## config.mk

```make
export PLATFORM = sky130hd
export DESIGN_NAME = reg_writeback_queue
export DESIGN_NICKNAME = d
export VERILOG_FILES = /design/src/rtl/reg_writeback_queue_pkg.sv /design/src/rtl/reg_writeback_queue_wb_fifo.sv /design/src/rtl/reg_writeback_queue.sv
export SDC_FILE = /design/constraint.sdc
export NUM_CORES = 1
export LEC_CHECK = 0
export ABC_CLOCK_PERIOD_IN_PS = 2800
export BUFFER_PORTS_ARGS = -buffer_cell sky130_fd_sc_hd__buf_2
export CELL_PAD_IN_SITES_DETAIL_PLACEMENT = 1
export CELL_PAD_IN_SITES_GLOBAL_PLACEMENT = 2
export CORE_UTILIZATION = 35
export DETAILED_ROUTE_END_ITERATION = 10
export PLACE_DENSITY_LB_ADDON = 0.1
export SETUP_SLACK_MARGIN = 0.05
export SLEW_MARGIN = 30
export SYNTH_ARGS = -nofsm -noshare
export SYNTH_HDL_FRONTEND = slang
export SYNTH_HIERARCHICAL = 1
export SYNTH_SLANG_ARGS = --single-unit
```

## constraint.sdc

```tcl
create_clock -name clk -period 2.8 [get_ports clk]
set_clock_uncertainty 0.1 [all_clocks]
set_input_delay 0.84 -clock clk [delete_from_list [all_inputs] [get_ports clk]]
set_output_delay 0.84 -clock clk [all_outputs]
set_load 0.01 [all_outputs]
```

## src/rtl/reg_writeback_queue_pkg.sv

```systemverilog
// Shared writeback types: register index/data widths and the queue entry.
// Used by the register file, hazard unit and writeback queue.
package reg_writeback_queue_pkg;

  localparam int ADDR_W = 5;
  localparam int DATA_W = 32;

  localparam logic [ADDR_W-1:0] REG_ZERO = '0;

  typedef struct packed {
    logic [ADDR_W-1:0] rd;
    logic [DATA_W-1:0] data;
  } wbEntry_t;

endpackage

```

## src/rtl/reg_writeback_queue_wb_fifo.sv

```systemverilog
// Generic DEPTH-entry FIFO, 2-wide enqueue (A before B), 1-wide dequeue.
// The raw entry array and read pointer are exposed for associative search.
module wb_fifo #(
  parameter type T     = logic [7:0],
  parameter int  DEPTH = 4
) (
  input  logic                       clk,
  input  logic                       rst_n,
  input  logic                       enqA,
  input  T                           dataA,
  input  logic                       enqB,
  input  T                           dataB,
  input  logic                       deq,
  output T                           head,
  output T                           entries [DEPTH],
  output logic [$clog2(DEPTH)-1:0]   rdPtr,
  output logic [$clog2(DEPTH):0]     count
);

  localparam int PW = $clog2(DEPTH);
  localparam int CW = PW + 1;

  T mem [DEPTH];

  logic [PW-1:0] wrPtr;
  logic [PW-1:0] wrPtrB;

  assign wrPtrB = enqA ? wrPtr + PW'(1) : wrPtr;

  // Storage carries no reset; validity is tracked by count alone.
  always_ff @(posedge clk) begin
    if (enqA) mem[wrPtr] <= dataA;
    if (enqB) mem[wrPtrB] <= dataB;
  end

  always_ff @(posedge clk or negedge rst_n) begin
    if (!rst_n) begin
      wrPtr <= '0;
      rdPtr <= '0;
      count <= '0;
    end else begin
      wrPtr <= wrPtr + PW'(enqA) + PW'(enqB);
      rdPtr <= rdPtr + PW'(deq);
      count <= count + CW'(enqA) + CW'(enqB) - CW'(deq);
    end
  end

  assign head    = mem[rdPtr];
  assign entries = mem;

endmodule

```

## src/rtl/reg_writeback_queue.sv

```systemverilog
// Writeback queue feeding the register file write port.
// Define WB_FORWARD_EN to build the pending-write forwarding lookup.
module reg_writeback_queue
  import reg_writeback_queue_pkg::*;
#(
  parameter int DEPTH = 4
) (
  input  logic                       clk,
  input  logic                       rst_n,
  input  logic                       AluValid,
  input  logic [ADDR_W-1:0]          AluReg,
  input  logic [DATA_W-1:0]          AluData,
  output logic                       AluReady,
  input  logic                       MemValid,
  input  logic [ADDR_W-1:0]          MemReg,
  input  logic [DATA_W-1:0]          MemData,
  output logic                       MemReady,
  output logic                       RegWrite,
  output logic [ADDR_W-1:0]          WriteRegister,
  output logic [DATA_W-1:0]          WriteData,
  input  logic [ADDR_W-1:0]          LookupReg,
  output logic                       FwdHit,
  output logic [DATA_W-1:0]          FwdData,
  output logic [$clog2(DEPTH):0]     Count
);

  localparam int PW = $clog2(DEPTH);
  localparam int CW = PW + 1;

  wbEntry_t      head;
  wbEntry_t      lastOut;
  wbEntry_t      memEnt;
  wbEntry_t      aluEnt;
  wbEntry_t      entries [DEPTH];
  logic [PW-1:0] rdPtr;
  logic [CW-1:0] count;
  logic          memEnq;
  logic          aluEnq;

  // Load keeps the last free slot; ALU needs two when both are valid.
  assign MemReady = rst_n && (count <= CW'(DEPTH - 1));
  assign AluReady = rst_n && (MemValid ? (count <= CW'(DEPTH - 2))
                                       : (count <= CW'(DEPTH - 1)));

  assign memEnq = MemValid && MemReady && (MemReg != REG_ZERO);
  assign aluEnq = AluValid && AluReady && (AluReg != REG_ZERO);

  assign memEnt = '{rd: MemReg, data: MemData};
  assign aluEnt = '{rd: AluReg, data: AluData};

  wb_fifo #(
    .T     (wbEntry_t),
    .DEPTH (DEPTH)
  ) u_fifo (
    .clk     (clk),
    .rst_n   (rst_n),
    .enqA    (memEnq),
    .dataA   (memEnt),
    .enqB    (aluEnq),
    .dataB   (aluEnt),
    .deq     (RegWrite),
    .head    (head),
    .entries (entries),
    .rdPtr   (rdPtr),
    .count   (count)
  );

  assign RegWrite = (count != '0);
  assign Count    = count;

  always_ff @(posedge clk or negedge rst_n) begin
    if (!rst_n) lastOut <= '0;
    else if (RegWrite) lastOut <= head;
  end

  assign WriteRegister = RegWrite ? head.rd   : lastOut.rd;
  assign WriteData     = RegWrite ? head.data : lastOut.data;

`ifdef WB_FORWARD_EN
  // Walk oldest to youngest so the youngest match wins.
  always_comb begin
    FwdHit  = 1'b0;
    FwdData = '0;
    for (int k = 0; k < DEPTH; k++) begin
      if ((CW'(k) < count) && (LookupReg != REG_ZERO) &&
          (entries[rdPtr + PW'(k)].rd == LookupReg)) begin
        FwdHit  = 1'b1;
        FwdData = entries[rdPtr + PW'(k)].data;
      end
    end
  end
`else
  logic unusedFwd;

  always_comb begin
    unusedFwd = ^{LookupReg, rdPtr};
    for (int k = 0; k < DEPTH; k++)
      unusedFwd = unusedFwd ^ (^entries[k]);
  end

  assign FwdHit  = 1'b0;
  assign FwdData = '0;
`endif

endmodule
```

* Word level (Yosys, flattened, before mapping)
Cells that the tools add are included.
** Storage, ports and cells
- Register bits after elaboration :: 192
- Input port bits :: 83
- Output and inout bits :: 76
- Word-level logic and storage cells :: 56
** Cells by class
- $add $sub $neg :: 7
- Order comparisons :: 7
- Mux-type cells :: 15
- Bitwise logic cells :: 3
- Reductions and logical operators :: 11
** Operators with widths (count)
- 148-bit bitwise mux :: 2
- 148-bit 2-to-1 mux :: 2
- 37-bit demux with 2-bit select :: 2
- 37-bit 2-to-1 mux :: 4
- 37-bit binary-select mux with 2-bit select :: 1
- 32-bit 2-to-1 mux :: 1
- 5-bit nonzero test :: 2
- 3-bit greater-or-equal comparator, second input constant :: 3
- 2-bit inverter with 3-bit output :: 3
- 1-bit logical AND :: 8
- 2-bit by 1-bit adder with 2-bit output :: 3
- 3-bit by 1-bit adder with 3-bit output :: 2
- 3-bit by 2-bit less-or-equal comparator with 1-bit output, second input constant :: 2
- 3-bit by 1-bit < comparator with 1-bit output, second input constant :: 2
- 5-bit 2-to-1 mux :: 1
- 3-bit nonzero test :: 1
- 3-bit by 1-bit subtractor with 3-bit output :: 1
- 2-bit by 1-bit adder with 2-bit output, second input constant :: 1
- 2-bit 2-to-1 mux :: 1
- 1-bit 2-to-1 mux :: 1

* Depth between registers and ports, before layout
- Depth in word-level cells :: 12
- Gate-level depth with buffers :: 10
- Depth with buffers taken out :: 9

* Modules after synthesis
Netlist, hierarchy kept.
** Modules (own cells, without submodules)
- wb_fifo :: times used 1, cells each 556, area each 7937.6 sq um, sequential area each 3138.0 sq um
- reg_writeback_queue :: times used 1, cells each 121, area each 1700.4 sq um, sequential area each 925.9 sq um

* Least setup slack after synthesis
OpenSTA, ideal clock, no wires.
- Kind :: in2reg
- From :: in rst_n
- To :: reg u_fifo.count[2]
- Setup time :: 0.123 ns
- Arrival :: 2.975 ns
- Required time :: 2.577 ns
- Path slack :: -0.397 ns
- Cell stages on the path :: 10
- Path buffers :: 1
- Cell sequence :: nor2b_1 and2_1 o211a_1 buf_2 inv_1 ha_1 inv_1 fa_1 fa_1 xnor2_1
** On the way
- Elaborated cells on any way between the ends :: 9
- Classes of those cells :: add/sub (3); reduce/logical (6)
** RTL lines
- start, declared :: RTL line reg_writeback_queue.sv:9 : input logic rst_n,
- 1-bit logical AND :: RTL line reg_writeback_queue.sv:42 : assign AluReady = rst_n && (MemValid ? (count <= CW'(DEPTH - 2))
- via AluReady :: RTL line reg_writeback_queue.sv:13 : output logic AluReady,
- 1-bit logical AND (2 in series) :: RTL line reg_writeback_queue.sv:46 : assign aluEnq = AluValid && AluReady && (AluReg != REG_ZERO);
- via aluEnq :: RTL line reg_writeback_queue.sv:38 : logic aluEnq;
- 3-bit by 1-bit adder with 3-bit output :: RTL line reg_writeback_queue_wb_fifo.sv:44 : count <= count + CW'(enqA) + CW'(enqB) - CW'(deq);
- 3-bit by 1-bit subtractor with 3-bit output :: RTL line reg_writeback_queue_wb_fifo.sv:44
- end signal, assigned :: RTL line reg_writeback_queue_wb_fifo.sv:44
- end, declared :: RTL line reg_writeback_queue_wb_fifo.sv:17 : output logic [$clog2(DEPTH):0] count
The timed path passes the listed nets, and every way through them passes these cells.
A chain may end at the register's enable or synchronous reset.

==> metrics.txt <==
Clock transition at path regs=0.07 ns; Seq/Total Area, Yosys=42.2%; worst hold-check slack=between 0.4 and 0.5 ns; met1 WL=11900 um; fmax=326 MHz; Post-synth ARST share=22.9%; multiplexer share of the synthesized area=between 40% and 50%; Site Rows=60; Rel. slew slack=between 40 and 50%; crit path kind=reg2out; leak pwr=0.00560 uW; first-pass GRT wire length=between 40000 and 50000 um; Setup WS post-layout=-0.263 ns; Main synth FF type=dfxtp_1; worst path required time=around 1.9 ns; EDFF count, synth=0; Worst setup SP type=register; Starting Density=35.8%; Post-Syn Instances=677; Clk Latency, worst-skew pair=0.44 ns; top-count cell post-synth=mux2_2; Core Util, Final=46.2%; CTS Buf Count=17; # port buffers=120; Post-Synth Simple-Gate Area=1.58%; Worst VDD drop=491 uV; Top Layer Used=met4; Final Max Slew Viols=0; die extent in y=168 um; Final Hold Viols=0; final setup violation count=37; failing checks=setup timing; Period minus WS final=3.06 ns; Vias/cell=a little over 5; TNS Setup=-7.73 ns; Synthesis Warnings=6; antenna viol nets, final=0; GR Util All Layers=19.8%; RSZ-0062 raised after global routing=true; hold_buf cts=0; die area=0.0282 mm^2; # DRC=0; Cell variety after synth=33; synthesized area=0.00964 mm^2; Synth Area in Compound Gates=1.22%; Final nets=935; FILL cells=2667; H-tree Lvls=4; arrival time at the worst endpoint=2.12 ns; period utilisation layout=109%; Die X=168 um; main combinational cell family by area after synthesis=multiplexers; Congestion Overflow GR=0; final RePlAce weighted congestion=0.760; max_cap viols=0; vias in the first global route=6965; largest net degree at the start of global routing=45; worst slew pin tran=0.817 ns; Area contributors post-synth=mux2_2, dfxtp_1, dfrtp_1; met2 WL=13700 um; HP Class=reg2reg; CTS root buf=clkbuf_16; drt pass-1 iters=4; io pins=159; drt wl/cell=22.4 um; wire length on met3=about 850 um; Routed WL=~27000 um; Post-Place Cells=1152; post-synth top area share=30.8%; Area Growth Syn to Fin=29.1%; initial antenna violation count=4; Worst Setup End Kind=primary output; 1st-iter DRT viols=169; share of layout cells above drive strength 1=66.8%; Synth top cells by count=mux2_2, dfxtp_1, mux2_1; XOR/XNOR share of the synthesized area=less than 1%; Reg area=0.00407 mm^2; CTS Sinks=192; CTS tree=yes; Adder-Cell Fraction of Synth Area=1.40%; DP HPWL=between 15000 and 20000 um; post-synth top area cell=mux2_2; fin cells=roughly 1.2k; Longest Clk Path Bufs=2; DR vias=6081; status=finished, violations left; depth of the worst hold-timing path=1; Max FO, Critical Path=7; syn avg cell area=14.2 um^2; power per cell area=between 1000 and 1500 mW/mm^2; r2r worst-path depth=6; core box area=0.0270 mm^2; #FFs+latches synth=192; combined area of the multi-input logic cells=0.00556 mm^2
## power by group
group / internal, uW / switching [uW]
logic: 5640 / 3100
registers: 4260 / 712
clock network: 1260 / 1190
## per-stage QoR
step           setup WS (ns)  total power [uW]  instance area, um^2
2_1_floorplan         -0.197              9870                10100
3_3_place_gp          -0.366             11700                11200
3_5_place_dp          -0.406             12100                11200
4_1_cts               -0.277             16300                12400
5_1_grt               -0.320             17100                12400
6_report              -0.263             16200                12400
## timing repair
| action | CTS | global route |
|---|---|---|
| setup endpoints to repair | 38 | 61 |
| buffers inserted | 9 | 2 |
| gates cloned | 3 | 0 |
| pin swaps | 0 | 0 |
| resized for setup | 92 | 9 |
## critical path, stage by stage (launching register included)
cell and delay (ns):
dfrtp_2 0.42, buf_6 0.16, buf_12 0.15, mux4_2 0.51, mux2_4 0.31, buf_6 0.13
## routing by layer
layer / vias up / global-route usage, %
met3: 29 / 3.55
li1: 2776 / -
met1: 3161 / 24.6
met2: 115 / 35.1
met4: 0 / 5.42
met5: - / 0
## path summary, 6_finish.rpt
kind | startpoint | to | slack (ns)
worst max-delay path | u_fifo/rdPtr[0] | WriteRegister[2] | -0.26
worst min-delay path | lastOut[28] | lastOut[28] | 0.41
worst max register to register | u_fifo/wrPtr[0] | u_fifo/entries[114] | 0.26
worst min register to register | lastOut[28] | lastOut[28] | 0.41
max in group asynchronous | rst_n | u_fifo/rdPtr[0] | 1.52
min in group asynchronous | rst_n | lastOut[29] | 0.51
## area by class of cell
type / count / share of cell area [%]
clock buffers: 18 / 3.45
diodes: 3 / 0.0603
clock inverters: 14 / 1.24
well taps: 341 / 3.43
flip-flops and latches: 192 / 32.7
repair buffers: 186 / 14.0
inverters: 9 / 0.372
multi-input cells: 437 / 44.7
## registers in the layout, indices dropped and copies added, names as in the netlist
name,cells
lastOut,37
u_fifo/wrPtr,2
u_fifo/rdPtr,2
u_fifo/entries,148
u_fifo/count,3
## layout by cell type, fill, tap and decap left out, drive strengths merged
master	instances
a31oi	2
a41oi	2
and2	1
and2b	1
and4	1
and4b	1
buf	186
bufinv	1
clkbuf	18
clkinv	7
clkinvlp	2
conb	33
dfrtp	44
dfxtp	148
diode	3
fa	3
ha	6
inv	13
mux2	333
mux4	37
nand2	4
nand3	1
nor2b	1
nor3	1
nor4b	1
nor4bb	1
o211a	1
o311a	1
or3	1
or4	1
xnor2	2
xor2	2
## cell families (layout without fill, tap and decap cells)
logic type               count (synthesis)  after routing
AO/OA/AOI/OAI                            6              6
XOR/XNOR                                 4              4
adder cells (fa/ha/maj)                  9              9
buffers and inverters                   80            227
flip-flops                             192            192
multiplexers                           370            370
other                                    1             36
AND/OR/NAND/NOR                         15             15
Note: power is estimated with default switching activity, not from simulation.
